$ cat src/rtl/plab5_mcore_mem_resp_assemble_queue.sv
// Memory response assemble queue: joins {type,opaque,len} with length-masked data and buffers
// the assembled response, tagged with its security domain, in an N-entry FIFO.
module plab5_mcore_mem_resp_assemble_queue #(
    parameter int unsigned p_opaque_nbits = 8,
    parameter int unsigned p_data_nbits   = 32,
    parameter int unsigned p_num_entries  = 2,
    localparam int unsigned LenNbits   = $clog2(p_data_nbits / 8),
    localparam int unsigned CmsgNbits  = 3 + p_opaque_nbits + LenNbits,
    localparam int unsigned MsgNbits   = CmsgNbits + p_data_nbits,
    localparam int unsigned PtrNbits   = $clog2(p_num_entries),
    localparam int unsigned CountNbits = $clog2(p_num_entries) + 1
) (
    input  logic                  clk,
    input  logic                  reset,
    input  logic                  in_domain,
    input  logic [CmsgNbits-1:0]  in_cmsg,
    input  logic [p_data_nbits-1:0] in_data,
    input  logic                  in_val,
    output logic                  in_rdy,
    output logic                  out_domain,
    output logic [MsgNbits-1:0]   out_msg,
    output logic                  out_val,
    input  logic                  out_rdy,
    output logic [CountNbits-1:0] count
);

    localparam int unsigned NumBytes = p_data_nbits / 8;

    logic [MsgNbits-1:0]      msg_q [p_num_entries];
    logic [p_num_entries-1:0] dom_q;
    logic [p_num_entries-1:0] valid_q;
    logic [PtrNbits-1:0]      wr_ptr_q, wr_ptr_d;
    logic [PtrNbits-1:0]      rd_ptr_q, rd_ptr_d;
    logic [CountNbits-1:0]    count_q, count_d;

    logic                    enq, deq, head_live;
    logic [2:0]              in_type;
    logic [LenNbits-1:0]     in_len;
    logic [p_data_nbits-1:0] masked_data;

    assign in_type = in_cmsg[CmsgNbits-1 -: 3];
    assign in_len  = in_cmsg[LenNbits-1:0];

    // Reads and AMOs keep the low len bytes (len==0 means all); writes carry no data.
    always_comb begin
        int unsigned keep_bytes;
        masked_data = '0;
        keep_bytes  = (in_len == '0) ? NumBytes : 32'(in_len);
        if (!(in_type == 3'd1 || in_type == 3'd2)) begin
            for (int unsigned i = 0; i < NumBytes; i++) begin
                if (i < keep_bytes) masked_data[i*8 +: 8] = in_data[i*8 +: 8];
            end
        end
    end

    assign in_rdy  = (count_q != CountNbits'(p_num_entries));
    assign out_val = (count_q != '0);
    assign enq     = in_val && in_rdy;
    assign deq     = out_val && out_rdy;
    assign count   = count_q;

    always_comb begin
        wr_ptr_d = wr_ptr_q;
        rd_ptr_d = rd_ptr_q;
        count_d  = count_q;
        if (enq) wr_ptr_d = wr_ptr_q + PtrNbits'(1);
        if (deq) rd_ptr_d = rd_ptr_q + PtrNbits'(1);
        unique case ({enq, deq})
            2'b10:   count_d = count_q + CountNbits'(1);
            2'b01:   count_d = count_q - CountNbits'(1);
            default: count_d = count_q;
        endcase
    end

    always_ff @(posedge clk or negedge reset) begin
        if (!reset) begin
            wr_ptr_q <= '0;
            rd_ptr_q <= '0;
            count_q  <= '0;
            valid_q  <= '0;
            dom_q    <= '0;
            for (int unsigned i = 0; i < p_num_entries; i++) msg_q[i] <= '0;
        end else begin
            wr_ptr_q <= wr_ptr_d;
            rd_ptr_q <= rd_ptr_d;
            count_q  <= count_d;
            if (deq) valid_q[rd_ptr_q] <= 1'b0;
            if (enq) begin
                valid_q[wr_ptr_q] <= 1'b1;
                dom_q[wr_ptr_q]   <= in_domain;
                msg_q[wr_ptr_q]   <= {in_cmsg, masked_data};
            end
        end
    end

    // Empty queue shows all-zero output rather than whatever the head slot last held.
    assign head_live  = out_val && valid_q[rd_ptr_q];
    assign out_msg    = head_live ? msg_q[rd_ptr_q] : '0;
    assign out_domain = head_live ? dom_q[rd_ptr_q] : 1'b0;

endmodule

$ cat config.mk
export PLATFORM = sky130hd
export DESIGN_NAME = plab5_mcore_mem_resp_assemble_queue
export DESIGN_NICKNAME = d
export VERILOG_FILES = /design/src/rtl/plab5_mcore_mem_resp_assemble_queue.sv
export SDC_FILE = /design/constraint.sdc
export NUM_CORES = 1
export LEC_CHECK = 0
export ABC_AREA = 0
export ABC_CLOCK_PERIOD_IN_PS = 1510
export BUFFER_PORTS_ARGS = -buffer_cell sky130_fd_sc_hd__clkbuf_2
export CAP_MARGIN = 20
export CORE_ASPECT_RATIO = 1.75
export CORE_UTILIZATION = 25
export CTS_CLUSTER_DIAMETER = 50
export DETAILED_ROUTE_END_ITERATION = 16
export SYNTH_ARGS = -nofsm -noshare
export SYNTH_HDL_FRONTEND = slang
export SYNTH_SLANG_ARGS = --single-unit
$ cat constraint.sdc
create_clock -name clk -period 1.51 [get_ports clk]
set_clock_uncertainty 0.1 [all_clocks]
set_input_delay 0.302 -clock clk [delete_from_list [all_inputs] [get_ports clk]]
set_output_delay 0.302 -clock clk [all_outputs]
set_load 0.005 [all_outputs]
* After elaboration in Yosys (flattened, before gate mapping)
Index checks and enable logic that the tools add are counted.
** Word-level totals
- Register bits :: 98
- Input port bits :: 50
- Word-level logic and storage cells :: 68
** Cells by class
- Add/sub/neg operators :: 4
- Order comparisons :: 11
- Equal/unequal tests :: 5
- Mux-type cells :: 26
- Bitwise logic cells :: 5
- Reductions and logical operators :: 10
** Operators with widths (count)
- $mux W45 :: 5
- $bwmux W90 :: 1
- $demux W45 S1 :: 1
- $mux W32 :: 1
- $mux W8 :: 4
- $mux W1 :: 7
- $logic_and A1 B1 Y1 :: 6
- $lt A1 B3 Y1 const A :: 2
- $lt A2 B3 Y1 const A :: 2
- $ge A2 B2 Y1 const B :: 2
- $lt A1 B2 Y1 const B :: 2
- $mux W2 :: 2
- $not A1 Y2 :: 2
- $pmux W2 S2 :: 1
- $reduce_bool A2 Y1 :: 2
- $eq A3 B1 Y1 const B :: 1
- $eq A3 B2 Y1 const B :: 1
- $mux W3 :: 1
- $add A1 B1 Y1 const B :: 2
- $add A2 B1 Y2 const B :: 1
- $and A2 B2 Y2 :: 1
- $bwmux W2 :: 1
- $demux W1 S1 :: 2
- $eq A2 B1 Y1 const B :: 1
- 9 further kinds :: 10

* Longest topological paths before layout
- Depth after elaboration :: 9
- Depth in mapped cells :: 8

* Worst setup path after synthesis
OpenSTA, ideal clock, no wires.
- Kind :: reg2out
- Start point :: reg rd_ptr_q
- End point :: out out_domain
- Arrival :: 1.255 ns
- Setup slack :: -0.147 ns
- Cell stages (with the launch flop) :: 6
- Path buffers :: 2
- Path through :: dfrtp_1 > clkbuf_1 > mux2_2 > nand2_1 > buf_2 > nor2_1
** On the way
- Longest elaborated chain between the ends :: 4
- Elaborated cells on any way between the ends :: 6
** Ends and longest elaborated chain
- start: declaration :: RTL line 33 : logic [PtrNbits-1:0] rd_ptr_q, rd_ptr_d;
- start signal: assignment :: RTL line 85 : rd_ptr_q <= rd_ptr_d;
- $mux W1 (implied by the code) (2 in a row) :: RTL line 97 : assign head_live = out_val && valid_q[rd_ptr_q];
- $logic_and A1 B1 Y1 :: RTL line 97
- $mux W1 (*) :: RTL line 99 : assign out_domain = head_live ? dom_q[rd_ptr_q] : 1'b0;
- end: declaration :: RTL line 20 : output logic out_domain,
Every way passes the cells marked *; elsewhere a longest branch is shown, timed or not. The select of a mux whose other input is x is not followed.

* Worst setup path after layout
- Start point :: reg rd_ptr_q
- End point :: out out_msg[5]
** On the way
- Longest elaborated chain between the ends :: 5
- Elaborated cells on any way between the ends :: 8
** Ends and longest elaborated chain
- $not A1 Y2 (implied by the code) :: RTL line 98 : assign out_msg = head_live ? msg_q[rd_ptr_q] : '0;
- $mux W45 (implied by the code) (3 in a row) :: RTL line 98
- $mux W45 (*) :: RTL line 98
- end: declaration :: RTL line 21 : output logic [MsgNbits-1:0] out_msg,
Marked as above.

==> summary.md <==
| Metric | Value |
|---|---|
| Largest fanout of any net on the critical path | 11 |
| Max IR drop VDD | 0.8705 mV |
| Place WS | -0.2407 ns |
| Maximum buffer depth of the clock tree | 2 |
| Peak Freq | 0.4928 GHz |
| Total count of max-transition violations in the final report | 0 |
| Number of buffers created by CTS | 9 |
| CTS sink cnt | 98 |
| Number of violations reported at the end of detailed-routing iteration 0 | 222 |
| Cell area reported after detailed placement | 0.005768 mm^2 |
| Vertical extent of the die | 182.8 um |
| Data arrival time of the worst path | 1.63 ns |
| Number of global-route vias before repair | 4116 |
| Detailed-route wire length per cell | 18.36 um |
| Number of synthesized register bits | 98 |
| Number of instances in the synthesized netlist | 394 |
| Minimum setup slack in the final design | -0.5192 ns |
| Global-route wire length before repair | 21.82 mm |
| DR DRC count | 0 |
| Tightest Pin Transition | 0.4960 ns |
| Die Span X | 105.3 um |
| GR Overflow Total | 0 |
| Initial Utilization | 0.2574 |
| Sum of net half-perimeters after detailed placement | 9.202 mm |
| Number of H-tree levels | 3 |
| Antenna diode count | 0 |
| Unrepaired setup endpoints after global routing | true |
| Number of antenna violations at the first check in global routing | 0 |
| Largest net degree at the start of global routing | 36 |
| Area Overhead vs Synth | 49.93% |
| Global routing usage summed across all routing layers | 0.1476 |
| Power per Cell Area | 2102 mW/mm^2 |
| Detailed-route via count | 3754 |
| Required time reported for the critical path endpoint | 1.11 ns |
| Violated checks | setup timing |
| Routability-driven placement congestion ratio | 0.7356 |
| Number of distinct library cells after synthesis | 30 |
| Post-layout nets | 595 |
| Net count after synthesis | 447 |
| Synthesized area per cell | 11.85 um^2 |
| CTS clock-pin slew for the worst setup and hold paths | 0.07 ns |
| Die Area | 0.01924 mm^2 |
| Placeable core region | 0.01814 mm^2 |
| Tcrit/Tclk final | 1.344 |
| Clock tree from TritonCTS | done |
| Clock network latency to the later pin of the worst-skew pair | 0.34 ns |
| Fraction of final layout cells sized beyond drive strength 1 | 0.5256 |
| Worst-case headroom to the max-slew limit | 0.6691 |
| Num rows | 65 |
| Design area | 0.006999 mm^2 |
| Non-filler cells, final | 780 |
| Final-layout setup total negative slack | -45.72 ns |
| Port-buffer cells | 99 |
| Crit Path Category | flip-flop to output pin |
| Final critical-path required period | 2.029 ns |
| Root buffer cell | sky130_fd_sc_hd__clkbuf_16 |
| Final Hold Viols | 0 |
| Total of max-cap violations | 0 |
| Placed cell count | 743 |
| Critical path startpoint category | flip-flop |
| Total power consumption of the routed design | 14710 uW |
| Sequential area share after synthesis | 0.5253 |
| Setup violations, final | 147 |
| Outcome | complete, but fails checks |
| Total standard cell area after synthesis | 0.004668 mm^2 |
| Number of nets still failing antenna checks after routing | 0 |
| Leakage component of the power | 0.003293 uW |
| Io pins | 100 |
| Crit path capture type | output pin |
| Total iterations of the first detailed-routing run | 4 |
| Via count normalized by instance count | 4.813 |
| Path type of the worst min-delay path | primary input to flip-flop |
| WL final | 14.32 mm |
| Warning count from the yosys run | 0 |
## final cells by class
cell class | instances | area [um^2]
clock buffer | 13 | 260.3
clock inverter | 2 | 12.51
fill | 1761 | 11140
inverter | 14 | 60.06
multi-input combinational | 253 | 2555
sequential | 98 | 2457
tap | 234 | 292.8
timing repair buffer | 166 | 1361
## cell usage after synthesis
master	n	area share
sky130_fd_sc_hd__dfrtp_1	98	0.53
sky130_fd_sc_hd__nor2_1	47	0.038
sky130_fd_sc_hd__mux2i_1	46	0.099
sky130_fd_sc_hd__o2bb2ai_1	32	0.060
sky130_fd_sc_hd__o21ai_0	31	0.033
sky130_fd_sc_hd__mux2_2	23	0.055
sky130_fd_sc_hd__nand2b_1	18	0.024
sky130_fd_sc_hd__a32o_1	16	0.034
sky130_fd_sc_hd__buf_2	13	0.014
sky130_fd_sc_hd__inv_1	13	0.010
sky130_fd_sc_hd__o31ai_1	13	0.021
sky130_fd_sc_hd__buf_6	8	0.019
sky130_fd_sc_hd__clkbuf_1	6	0.0048
sky130_fd_sc_hd__nand2_1	5	0.0040
sky130_fd_sc_hd__xnor2_1	4	0.0075
sky130_fd_sc_hd__ha_1	3	0.0080
sky130_fd_sc_hd__a211o_1	2	0.0038
sky130_fd_sc_hd__a211oi_2	2	0.0054
sky130_fd_sc_hd__buf_4	2	0.0032
sky130_fd_sc_hd__o31ai_4	2	0.0091
sky130_fd_sc_hd__a22o_2	1	0.0021
sky130_fd_sc_hd__buf_1	1	0.00080
sky130_fd_sc_hd__inv_6	1	0.0019
sky130_fd_sc_hd__nand2b_4	1	0.0029
sky130_fd_sc_hd__nand3_2	1	0.0021
sky130_fd_sc_hd__nor2b_1	1	0.0013
sky130_fd_sc_hd__o31ai_2	1	0.0027
sky130_fd_sc_hd__or2_2	1	0.0013
sky130_fd_sc_hd__xor2_1	1	0.0019
sky130_fd_sc_hd__xor2_2	1	0.0035
## registers in the layout (all words and copies together), names as in the netlist
name and cells:
rd_ptr_q 1, count 2, dom_q 2, valid_q 2, msg_q 90, wr_ptr_q 1
## metrics by stage
stage	utilization	hold slack, ns
5_1_grt	0.3859	0.1051
2_1_floorplan	-	-0.09359
6_report	0.3859	0.1071
3_5_place_dp	0.3180	0.1427
3_3_place_gp	0.3180	0.1375
4_1_cts	0.3590	0.09314
## final timing paths
path,from,to,slack [ns],depth (start not counted)
min,in_cmsg[5],msg_q[37],0.11,2
max,rd_ptr_q,out_msg[5],-0.52,5
min reg2reg,msg_q[29],msg_q[29],0.39,1
max in group asynchronous,reset,msg_q[78],0.42,3
min in group asynchronous,reset,msg_q[75],0.32,2
max reg2reg,count[0],msg_q[42],-0.32,8
## layout by cell type, fill, tap and decap left out, drive strengths merged, types with 4 or more instances in the layout
master / netlist / routed
mux2: 23 / 23
inv: 14 / 14
nor2: 47 / 47
mux2i: 46 / 46
a32o: 16 / 16
o31ai: 16 / 16
xnor2: 4 / 4
clkbuf: 6 / 115
dfrtp: 98 / 98
o2bb2ai: 32 / 32
nand2b: 19 / 20
buf: 24 / 63
nand2: 5 / 5
o21ai: 31 / 31
## what timing repair did
action / in CTS / in global routing
gates cloned: 2 / 5
hold endpoints to repair: 21 / 0
pin swaps: 24 / 17
hold buffers: 1 / 0
buffers inserted: 13 / 7
endpoints found under the setup margin: 143 / 147
resized for setup: 71 / 73
## cell families (layout without fill, tap and decap cells)
group	Yosys count	after routing	synth area share
buf+inv	44	195	0.05441
flops	98	98	0.5253
xor+xnor	6	6	0.01287
compound gates	100	100	0.1715
simple gates	74	75	0.07371
fa+ha+maj	3	3	0.008042
mux	69	69	0.1541
## where the power goes
part | switching, uW | leakage [uW] | internal, uW
logic | 3720 | 0.00192 | 4330
clock network | 950 | 0.000132 | 1200
registers | 730 | 0.00124 | 3780
## per-layer routing
| metal | track usage | up-vias | routed length [um] |
|---|---|---|---|
| li1 | - | 1715 | - |
| met1 | 0.1641 | 1913 | 5356 |
| met2 | 0.2711 | 98 | 8027 |
| met3 | 0.01777 | 28 | 446 |
| met4 | 0.07944 | 0 | 491 |
| met5 | 0 | - | 0 |
## critical path: stages (launching register included)
cell                       delay (ns)
sky130_fd_sc_hd__dfrtp_4         0.50
sky130_fd_sc_hd__mux2_2          0.26
sky130_fd_sc_hd__nand2_4         0.07
sky130_fd_sc_hd__buf_6           0.16
sky130_fd_sc_hd__nor2_1          0.16
sky130_fd_sc_hd__clkbuf_2        0.14
No activity file was read; power rests on OpenSTA's default activity.
